[src/rtl/dlsc_pcie_s6_pkg.sv]
`default_nettype none
// ============================================================================
// Module   : dlsc_pcie_s6_pkg
// Desc     : Shared TLP/AXI constants and outbound-write FSM state encoding.
// Revision : 1.0
// ============================================================================
package dlsc_pcie_s6_pkg;

    localparam logic [1:0] FMT_3DW_DATA = 2'b10;
    localparam logic [4:0] TYPE_MEM     = 5'b00000;

    localparam logic [1:0] RESP_OKAY    = 2'b00;
    localparam logic [1:0] RESP_SLVERR  = 2'b10;

    typedef enum logic [2:0] {
        IDLE    = 3'd0,
        DATA    = 3'd1,
        H0      = 3'd2,
        H1      = 3'd3,
        H2      = 3'd4,
        PAYLOAD = 3'd5,
        RESP    = 3'd6
    } ow_state_t;

    // First header DW of a 3DW memory write; TC/TD/EP/attr all zero.
    function automatic logic [31:0] tlp_mwr_h0(input logic [9:0] length);
        return {1'b0, FMT_3DW_DATA, TYPE_MEM, 8'h00, 6'h00, length};
    endfunction

endpackage
`default_nettype wire

[src/rtl/dlsc_pcie_s6_outbound_write_if.sv]
`default_nettype none
// ============================================================================
// Module   : dlsc_pcie_s6_outbound_write_if
// Desc     : AXI write slave channels plus TX TLP stream of the outbound writer.
// Revision : 1.0
// ============================================================================
interface dlsc_pcie_s6_outbound_write_if #(
    parameter int ADDR = 32,
    parameter int LEN  = 4
);
    logic            axi_aw_ready;
    logic            axi_aw_valid;
    logic [ADDR-1:0] axi_aw_addr;
    logic [LEN-1:0]  axi_aw_len;
    logic            axi_w_ready;
    logic            axi_w_valid;
    logic            axi_w_last;
    logic [31:0]     axi_w_data;
    logic [3:0]      axi_w_strb;
    logic            axi_b_ready;
    logic            axi_b_valid;
    logic [1:0]      axi_b_resp;
    logic            tx_ready;
    logic            tx_valid;
    logic [31:0]     tx_data;
    logic            tx_last;

    modport slave (
        output axi_aw_ready, input  axi_aw_valid, input axi_aw_addr, input axi_aw_len,
        output axi_w_ready,  input  axi_w_valid,  input axi_w_last,  input axi_w_data,
        input  axi_w_strb,
        input  axi_b_ready,  output axi_b_valid,  output axi_b_resp,
        input  tx_ready,     output tx_valid,     output tx_data,    output tx_last
    );

    modport master (
        input  axi_aw_ready, output axi_aw_valid, output axi_aw_addr, output axi_aw_len,
        input  axi_w_ready,  output axi_w_valid,  output axi_w_last,  output axi_w_data,
        output axi_w_strb,
        output axi_b_ready,  input  axi_b_valid,  input  axi_b_resp,
        output tx_ready,     input  tx_valid,     input  tx_data,     input  tx_last
    );

endinterface
`default_nettype wire

[src/rtl/dlsc_pcie_s6_outbound_write_buffer.sv]
`default_nettype none
// ============================================================================
// Module   : dlsc_pcie_s6_outbound_write_buffer
// Desc     : 2^LEN x 36 burst buffer {strb, data}; sync write, async read.
// Revision : 1.0
// ============================================================================
module dlsc_pcie_s6_outbound_write_buffer #(
    parameter int LEN = 4
) (
    input  logic           clk,
    input  logic           wr_en,
    input  logic [LEN-1:0] wr_addr,
    input  logic [35:0]    wr_data,
    input  logic [LEN-1:0] rd_addr,
    output logic [35:0]    rd_data
);

    logic [35:0] r_mem [1<<LEN];

    always_ff @(posedge clk) begin
        if (wr_en) begin
            r_mem[wr_addr] <= wr_data;
        end
    end

    assign rd_data = r_mem[rd_addr];

endmodule
`default_nettype wire

[src/rtl/dlsc_pcie_s6_outbound_write.sv]
`default_nettype none
// ============================================================================
// Module   : dlsc_pcie_s6_outbound_write
// Desc     : Buffers one AXI write burst and emits it as a 3DW MWr TLP.
// Config   : DLSC_PCIE_OUTBOUND_WRITE_STRB_CHECK_EN rejects sparse strobes.
// Revision : 1.0
// ============================================================================
module dlsc_pcie_s6_outbound_write
    import dlsc_pcie_s6_pkg::*;
#(
    parameter int ADDR = 32,
    parameter int LEN  = 4
) (
    input  logic                          clk,
    input  logic                          rst_n,
    dlsc_pcie_s6_outbound_write_if.slave  bus,
    input  logic                          bus_master_en,
    input  logic [7:0]                    bus_number,
    input  logic [4:0]                    dev_number,
    input  logic [2:0]                    func_number
);

    ow_state_t      r_state, w_state_nx;
    logic [31:0]    r_addr, w_addr_nx;
    logic [LEN-1:0] r_len, w_len_nx;
    logic [LEN-1:0] r_count, w_count_nx;
    logic [LEN-1:0] r_rd_count, w_rd_count_nx;
    logic           r_err, w_err_nx;
    logic [3:0]     r_first_be, w_first_be_nx;

    logic           r_aw_ready, r_w_ready, r_b_valid, r_tx_valid, r_tx_last;
    logic [31:0]    r_tx_data;
    logic [1:0]     r_b_resp;
    logic [31:0]    w_tx_data_nx;

    logic [ADDR-1:0] w_aw_addr;
    logic            w_aw_hs, w_w_hs, w_tx_hs, w_b_hs;
    logic            w_first_beat, w_final_beat, w_wr_en;
    logic [LEN-1:0]  w_buf_raddr;
    logic [35:0]     w_rd_word;
    logic [3:0]      w_last_be;

    assign w_aw_addr    = bus.axi_aw_addr;
    assign w_aw_hs      = r_aw_ready & bus.axi_aw_valid;
    assign w_w_hs       = r_w_ready  & bus.axi_w_valid;
    assign w_tx_hs      = r_tx_valid & bus.tx_ready;
    assign w_b_hs       = r_b_valid  & bus.axi_b_ready;
    assign w_first_beat = (r_count == '0);
    assign w_final_beat = (r_count == r_len);

    // H1 needs the last beat's strobe, so the read port points at beat len then.
    assign w_buf_raddr  = (w_state_nx == H1) ? w_len_nx : w_rd_count_nx;
    assign w_last_be    = (w_len_nx == '0) ? 4'h0 : w_rd_word[35:32];

    dlsc_pcie_s6_outbound_write_buffer #(.LEN(LEN)) u_buffer (
        .clk     (clk),
        .wr_en   (w_wr_en),
        .wr_addr (r_count),
        .wr_data ({bus.axi_w_strb, bus.axi_w_data}),
        .rd_addr (w_buf_raddr),
        .rd_data (w_rd_word)
    );

    always_comb begin
        w_state_nx    = r_state;
        w_addr_nx     = r_addr;
        w_len_nx      = r_len;
        w_count_nx    = r_count;
        w_rd_count_nx = r_rd_count;
        w_err_nx      = r_err;
        w_first_be_nx = r_first_be;
        w_wr_en       = 1'b0;
        case (r_state)
            IDLE: if (w_aw_hs) begin
                w_addr_nx  = 32'(w_aw_addr);
                w_len_nx   = bus.axi_aw_len;
                w_count_nx = '0;
                w_err_nx   = 1'b0;
                w_state_nx = DATA;
            end
            DATA: if (w_w_hs) begin
                w_wr_en    = 1'b1;
                w_count_nx = r_count + LEN'(1);
                if (w_first_beat) w_first_be_nx = bus.axi_w_strb;
                if (bus.axi_w_last != w_final_beat) w_err_nx = 1'b1;
`ifdef DLSC_PCIE_OUTBOUND_WRITE_STRB_CHECK_EN
                if (!w_first_beat && !w_final_beat && bus.axi_w_strb != 4'hF) w_err_nx = 1'b1;
                if (r_len != '0 && (w_first_beat || w_final_beat) && bus.axi_w_strb == 4'h0)
                    w_err_nx = 1'b1;
`endif
                if (w_final_beat) begin
                    if (!bus_master_en) w_err_nx = 1'b1;
                    w_rd_count_nx = '0;
                    w_state_nx    = w_err_nx ? RESP : H0;
                end
            end
            H0:      if (w_tx_hs) w_state_nx = H1;
            H1:      if (w_tx_hs) w_state_nx = H2;
            H2:      if (w_tx_hs) w_state_nx = PAYLOAD;
            PAYLOAD: if (w_tx_hs) begin
                if (r_tx_last) w_state_nx    = RESP;
                else           w_rd_count_nx = r_rd_count + LEN'(1);
            end
            RESP:    if (w_b_hs) w_state_nx = IDLE;
            default: w_state_nx = IDLE;
        endcase

        case (w_state_nx)
            H0:      w_tx_data_nx = tlp_mwr_h0(10'(w_len_nx) + 10'd1);
            H1:      w_tx_data_nx = {bus_number, dev_number, func_number, 8'h00,
                                     w_last_be, w_first_be_nx};
            H2:      w_tx_data_nx = w_addr_nx & 32'hFFFF_FFFC;
            PAYLOAD: w_tx_data_nx = w_rd_word[31:0];
            default: w_tx_data_nx = 32'h0;
        endcase
    end

    // Outputs are registered from the next state so they line up with it.
    always_ff @(posedge clk or negedge rst_n) begin
        if (!rst_n) begin
            r_state    <= IDLE;
            r_addr     <= '0;
            r_len      <= '0;
            r_count    <= '0;
            r_rd_count <= '0;
            r_err      <= 1'b0;
            r_first_be <= 4'h0;
            r_aw_ready <= 1'b0;
            r_w_ready  <= 1'b0;
            r_b_valid  <= 1'b0;
            r_b_resp   <= RESP_OKAY;
            r_tx_valid <= 1'b0;
            r_tx_last  <= 1'b0;
            r_tx_data  <= 32'h0;
        end else begin
            r_state    <= w_state_nx;
            r_addr     <= w_addr_nx;
            r_len      <= w_len_nx;
            r_count    <= w_count_nx;
            r_rd_count <= w_rd_count_nx;
            r_err      <= w_err_nx;
            r_first_be <= w_first_be_nx;
            r_aw_ready <= (w_state_nx == IDLE);
            r_w_ready  <= (w_state_nx == DATA);
            r_b_valid  <= (w_state_nx == RESP);
            r_b_resp   <= (w_state_nx == RESP && w_err_nx) ? RESP_SLVERR : RESP_OKAY;
            r_tx_valid <= (w_state_nx == H0) || (w_state_nx == H1) ||
                          (w_state_nx == H2) || (w_state_nx == PAYLOAD);
            r_tx_last  <= (w_state_nx == PAYLOAD) && (w_rd_count_nx == w_len_nx);
            r_tx_data  <= w_tx_data_nx;
        end
    end

    assign bus.axi_aw_ready = r_aw_ready;
    assign bus.axi_w_ready  = r_w_ready;
    assign bus.axi_b_valid  = r_b_valid;
    assign bus.axi_b_resp   = r_b_resp;
    assign bus.tx_valid     = r_tx_valid;
    assign bus.tx_data      = r_tx_data;
    assign bus.tx_last      = r_tx_last;

endmodule
`default_nettype wire

[src/flat_wrapper.sv]
// flat-port wrapper written by rule: the top's interface ports become plain ports
module dlsc_pcie_s6_outbound_write_flat import dlsc_pcie_s6_pkg::*;
#(
    parameter int ADDR = 32,
    parameter int LEN  = 4
)
  (clk, rst_n, bus_master_en, bus_number, dev_number, func_number, bus_axi_aw_ready, bus_axi_aw_valid, bus_axi_aw_addr, bus_axi_aw_len, bus_axi_w_ready, bus_axi_w_valid, bus_axi_w_last, bus_axi_w_data, bus_axi_w_strb, bus_axi_b_ready, bus_axi_b_valid, bus_axi_b_resp, bus_tx_ready, bus_tx_valid, bus_tx_data, bus_tx_last);
  dlsc_pcie_s6_outbound_write_if #(.ADDR(ADDR), .LEN(LEN)) bus_i ();
  input  logic clk;
  input  logic rst_n;
  input  logic bus_master_en;
  input  logic [7:0] bus_number;
  input  logic [4:0] dev_number;
  input  logic [2:0] func_number;
  output wire logic [$bits(bus_i.axi_aw_ready)-1:0] bus_axi_aw_ready;
  input wire logic [$bits(bus_i.axi_aw_valid)-1:0] bus_axi_aw_valid;
  input wire logic [$bits(bus_i.axi_aw_addr)-1:0] bus_axi_aw_addr;
  input wire logic [$bits(bus_i.axi_aw_len)-1:0] bus_axi_aw_len;
  output wire logic [$bits(bus_i.axi_w_ready)-1:0] bus_axi_w_ready;
  input wire logic [$bits(bus_i.axi_w_valid)-1:0] bus_axi_w_valid;
  input wire logic [$bits(bus_i.axi_w_last)-1:0] bus_axi_w_last;
  input wire logic [$bits(bus_i.axi_w_data)-1:0] bus_axi_w_data;
  input wire logic [$bits(bus_i.axi_w_strb)-1:0] bus_axi_w_strb;
  input wire logic [$bits(bus_i.axi_b_ready)-1:0] bus_axi_b_ready;
  output wire logic [$bits(bus_i.axi_b_valid)-1:0] bus_axi_b_valid;
  output wire logic [$bits(bus_i.axi_b_resp)-1:0] bus_axi_b_resp;
  input wire logic [$bits(bus_i.tx_ready)-1:0] bus_tx_ready;
  output wire logic [$bits(bus_i.tx_valid)-1:0] bus_tx_valid;
  output wire logic [$bits(bus_i.tx_data)-1:0] bus_tx_data;
  output wire logic [$bits(bus_i.tx_last)-1:0] bus_tx_last;
  assign bus_axi_aw_ready = bus_i.axi_aw_ready;
  assign bus_i.axi_aw_valid = bus_axi_aw_valid;
  assign bus_i.axi_aw_addr = bus_axi_aw_addr;
  assign bus_i.axi_aw_len = bus_axi_aw_len;
  assign bus_axi_w_ready = bus_i.axi_w_ready;
  assign bus_i.axi_w_valid = bus_axi_w_valid;
  assign bus_i.axi_w_last = bus_axi_w_last;
  assign bus_i.axi_w_data = bus_axi_w_data;
  assign bus_i.axi_w_strb = bus_axi_w_strb;
  assign bus_i.axi_b_ready = bus_axi_b_ready;
  assign bus_axi_b_valid = bus_i.axi_b_valid;
  assign bus_axi_b_resp = bus_i.axi_b_resp;
  assign bus_i.tx_ready = bus_tx_ready;
  assign bus_tx_valid = bus_i.tx_valid;
  assign bus_tx_data = bus_i.tx_data;
  assign bus_tx_last = bus_i.tx_last;
  dlsc_pcie_s6_outbound_write #(.ADDR(ADDR), .LEN(LEN)) u_core (.clk(clk), .rst_n(rst_n), .bus(bus_i), .bus_master_en(bus_master_en), .bus_number(bus_number), .dev_number(dev_number), .func_number(func_number));
endmodule
[config.mk]
export PLATFORM = sky130hd
export DESIGN_NAME = dlsc_pcie_s6_outbound_write_flat
export DESIGN_NICKNAME = d
export VERILOG_FILES = /design/src/rtl/dlsc_pcie_s6_pkg.sv /design/src/rtl/dlsc_pcie_s6_outbound_write_if.sv /design/src/rtl/dlsc_pcie_s6_outbound_write_buffer.sv /design/src/rtl/dlsc_pcie_s6_outbound_write.sv /design/src/flat_wrapper.sv
export SDC_FILE = /design/constraint.sdc
export NUM_CORES = 1
export LEC_CHECK = 0
export CAP_MARGIN = 20
export CORE_MARGIN = 4
export CORE_UTILIZATION = 36
export CTS_BUF_LIST = sky130_fd_sc_hd__clkbuf_16
export DETAILED_ROUTE_END_ITERATION = 12
export PLACE_DENSITY = 0.52
export SYNTH_ARGS = -nofsm -noshare
export SYNTH_HDL_FRONTEND = slang
export SYNTH_HIERARCHICAL = 1
export SYNTH_SLANG_ARGS = --single-unit
[constraint.sdc]
create_clock -name clk -period 4.1 [get_ports clk]
set_input_delay 0.41 -clock clk [delete_from_list [all_inputs] [get_ports clk]]
set_output_delay 0.41 -clock clk [all_outputs]
set_load 0.005 [all_outputs]
==> impl_results.md <==
* Status: completed
* CP max stage cell: dfrtp_1
* Share of flip-flops with an asynchronous set or reset after synthesis at 0.1325
* Worst Setup Slack post-DPL at -0.08664 ns
* Boundary pin count at 135
* RSZ-0062 raised after global routing: no
* Worst-path maximum fanout at 11
* H-tree levels at 3
* Worst path max stage delay at approximately 0.47 ns
* Input/output buffers at 131
* First-pass GRT wire length at 95530 um
* Share of layout cells above drive strength 1 at 0.2382
* Area share of the leading cell type in the synthesized netlist at 0.6721
* Standard cell area after detailed placement at 0.02916 mm^2
* Gr usage total at 0.1736
* Final Hold Fails at 0
* Yosys Warn Count at 6
* CTS tree: yes
* Cell family contributing the most delay on the critical path: simple AND/OR/NAND/NOR gates
* Required time of the worst setup path at 4.55 ns
* Part of the cycle the worst path needs at 0.9441
* Top post-synthesis cells by count: edfxtp_1 (576), nand2_1 (153), mux4_2 (144)
* Maximum number of pins on one net before global-route repair at 60
* Mapped Cells at ~1300
* Drt pass-1 iters at 4
* Design area at 0.03144 mm^2
* Number of global-route vias before repair at 14120
* Number of nets in the layout at 1652
* Post-synthesis average cell area at 19.50 um^2
* Sum of negative setup slack at 0 ns
* Number of vias per cell after detailed routing at approximately 5.3
* Number of design-rule violations left by the first detailed-router iteration at around 1000
* Final core utilization at 0.4467
* Transition time of the tightest slew-check pin at 0.9515 ns
* Critical Path Sink Type: flip-flop
* Final routed wire length divided by cell count at 25.52 um
* Number of buffer and inverter instances along the worst setup path at 4
* Distinct cells, synth at 60
* Full die area at 0.07582 mm^2
* Chip Height at 275.4 um
* Core Rows at 97
* Clock-pin transition on the worst setup and hold timing paths at 0.06 ns
* Clock tree root driver cell: clkbuf_16
* Final number of max-transition violations at 0
* Leakage component of the power at between 0.01 and 0.015 uW
* Net count after synthesis at ~1400
* Flop and latch count out of synthesis at 664
* Cell area after synthesis at 0.02573 mm^2
* ANT nets after route at 0
* Worst-case vdd ir drop at ~440 uV
* Type of origin of the critical path: flip-flop
* Initial Util at 0.3656
* Minimum clock period at between 3 and 4 ns
* Core outline area at 0.07039 mm^2
* Kind of critical path: reg -> reg
* Via count of the routed design at 13420
* Most common cell in the netlist: edfxtp_1
* Clk buf depth at 3
* Final wirelength at 65060 um
* Clock Latency Late Sink at 0.60 ns
* Weighted congestion at the end of routability-driven global placement at 0.7517
* Signed area change from the synthesized netlist to the final layout at 22.18%
* Number of failing setup endpoints in the final timing report at 0
* Fmax at 0.2584 GHz
* Grt total ovfl at 0
* Number of synthesized flops with an enable pin at 576
* Overall die width at between 200 and 300 um
* Power per Cell Area at 652.2 mW/mm^2
* Antenna violations before repair at 3
* Part of the Yosys area used for sequential elements at 0.7577
* Dominant cells by area after synthesis: edfxtp_1 (67%), mux4_2 (13%), dfrtp_1 (8.6%)
* Post-route DRC at 0
* CP Data Arrival Time at 4.32 ns
* Post-route setup slack at 0.2294 ns
* Maximum capacitance violations at 0
* Slew HR at 0.3628
* Cell type contributing the most total cell area after synthesis: edfxtp_1
* Post-DP HPWL at 37070 um
* Total chip power at between 20000 and 25000 uW
* Class of the tightest hold or removal check: in -> reg
* Maximum clock skew at final layout at 0.02827 ns
* Number of sinks handled by clock tree synthesis at 664
* Cts bufs inserted at 70
* Worst path cell trace: nand3b_2, or2_2, o211ai_2, and2b_1, and2_0, buf_4, mux2i_4, buf_12, buf_4, buf_4, mux4_2, a22oi_1, nand2_1, nand3_1, o221ai_1
* Dominant register cell in the synthesized netlist: edfxtp_1
* CP dominant cell by count: buf_4
placed cells by master, fill, tap and decap left out, types with 4 or more instances in the layout:
cell type,count
nor2_1,15
inv_1,34
mux2_2,4
nor3_1,4
nand3b_1,5
o2bb2ai_1,15
dfrtp_1,88
bufinv_16,5
buf_12,36
nand3_1,13
edfxtp_1,576
nor3_4,4
clkinv_2,9
a21oi_1,13
buf_4,63
clkdlybuf4s50_1,130
mux4_2,144
o21ai_0,10
ha_1,5
nand2b_1,4
clkinv_1,20
a22oi_1,89
nor2_4,14
mux2i_1,5
nand2_1,152
xnor2_1,11
clkbuf_16,74
power by group:
group	switching [uW]	internal, uW	leakage, uW
sequential	191	7800	0.00632
clock	2540	3570	0.00115
combinational	3350	3040	0.00295
through the flow:
stage	std cells	hold slack [ns]
6_report	2549	0.3592
5_1_grt	2548	0.3572
4_1_cts	2546	0.3223
3_5_place_dp	2416	0.4605
3_3_place_gp	2416	0.4558
2_1_floorplan	1320	0.1144
kinds of logic (layout without fill, tap and decap cells):
kind of cell / count (synthesis) / after routing / share of synthesized area
flops: 664 / 664 / 0.7577
mux: 155 / 155 / 0.1306
simple gates: 238 / 238 / 0.04177
compound gates: 153 / 153 / 0.04425
buf+inv: 91 / 379 / 0.01862
other cells: 1 / 2 / 0.0001457
fa+ha+maj: 5 / 5 / 0.002431
xor+xnor: 13 / 13 / 0.004425
registers in the layout, summed over array words and instances (netlist names):
register and flops:
u_core/bus.axi_aw_ready 1, u_core/bus.axi_b_resp 1, u_core/bus.axi_b_valid 1, u_core/bus.axi_w_ready 1
u_core/bus.tx_data 32, u_core/bus.tx_last 1, u_core/bus.tx_valid 1, u_core/r_addr 30
u_core/r_count 4, u_core/r_err 1, u_core/r_first_be 4, u_core/r_len 4
u_core/r_rd_count 4, u_core/r_state 3, u_core/u_buffer/r_mem 576
final timing paths:
path                       slack (ns)                    end  cells past startpoint           startpoint
hold reg to reg                  0.47      u_core/r_addr[24]                      2    u_core/r_addr[24]
min in group asynchronous        0.44      u_core/r_addr[22]                      2                rst_n
setup reg to reg                 0.23  u_core/bus.tx_data[4]                     15    u_core/r_state[1]
setup / recovery                 0.23  u_core/bus.tx_data[4]                     15    u_core/r_state[1]
max in group asynchronous        2.77  u_core/bus.tx_data[8]                      3                rst_n
hold / removal                   0.36      u_core/r_addr[25]                      3  bus_axi_aw_addr[25]
metal layers:
metal | track usage | share of wire
met1 | 0.2397 | 0.44
met2 | 0.2840 | 0.48
met3 | 0.03547 | 0.059
met4 | 0.04595 | 0.018
met5 | 0 | 0.00041
cell type report:
cell class | count | area (um^2)
Antenna cell | 1 | 2.502
Clock buffer | 74 | 1852
Clock inverter | 55 | 379.1
Fill cell | 6048 | 38950
Inverter | 20 | 77.57
Multi-Input combinational cell | 565 | 5951
Sequential cell | 664 | 19500
Tap cell | 940 | 1176
Timing Repair Buffer | 230 | 2505
worst register-to-register path: stages (launching register included):
cell and delay, ns:
dfrtp_1 0.47, nand3b_2 0.35, or2_2 0.35, o211ai_2 0.07, and2b_1 0.17, and2_0 0.28
buf_4 0.18, mux2i_4 0.25, buf_12 0.21, buf_4 0.26, buf_4 0.18, mux4_2 0.28
a22oi_1 0.25, nand2_1 0.19, nand3_1 0.11, o221ai_1 0.12
repair_timing:
action                                  4_1_cts  5_1_grt
endpoints found under the hold margin        58        0
endpoints found under the setup margin        0        5
gates resized for setup                       0        2
buffers inserted                              0        2
hold buffers                                  1        0
(Power assumes the default switching activity.)
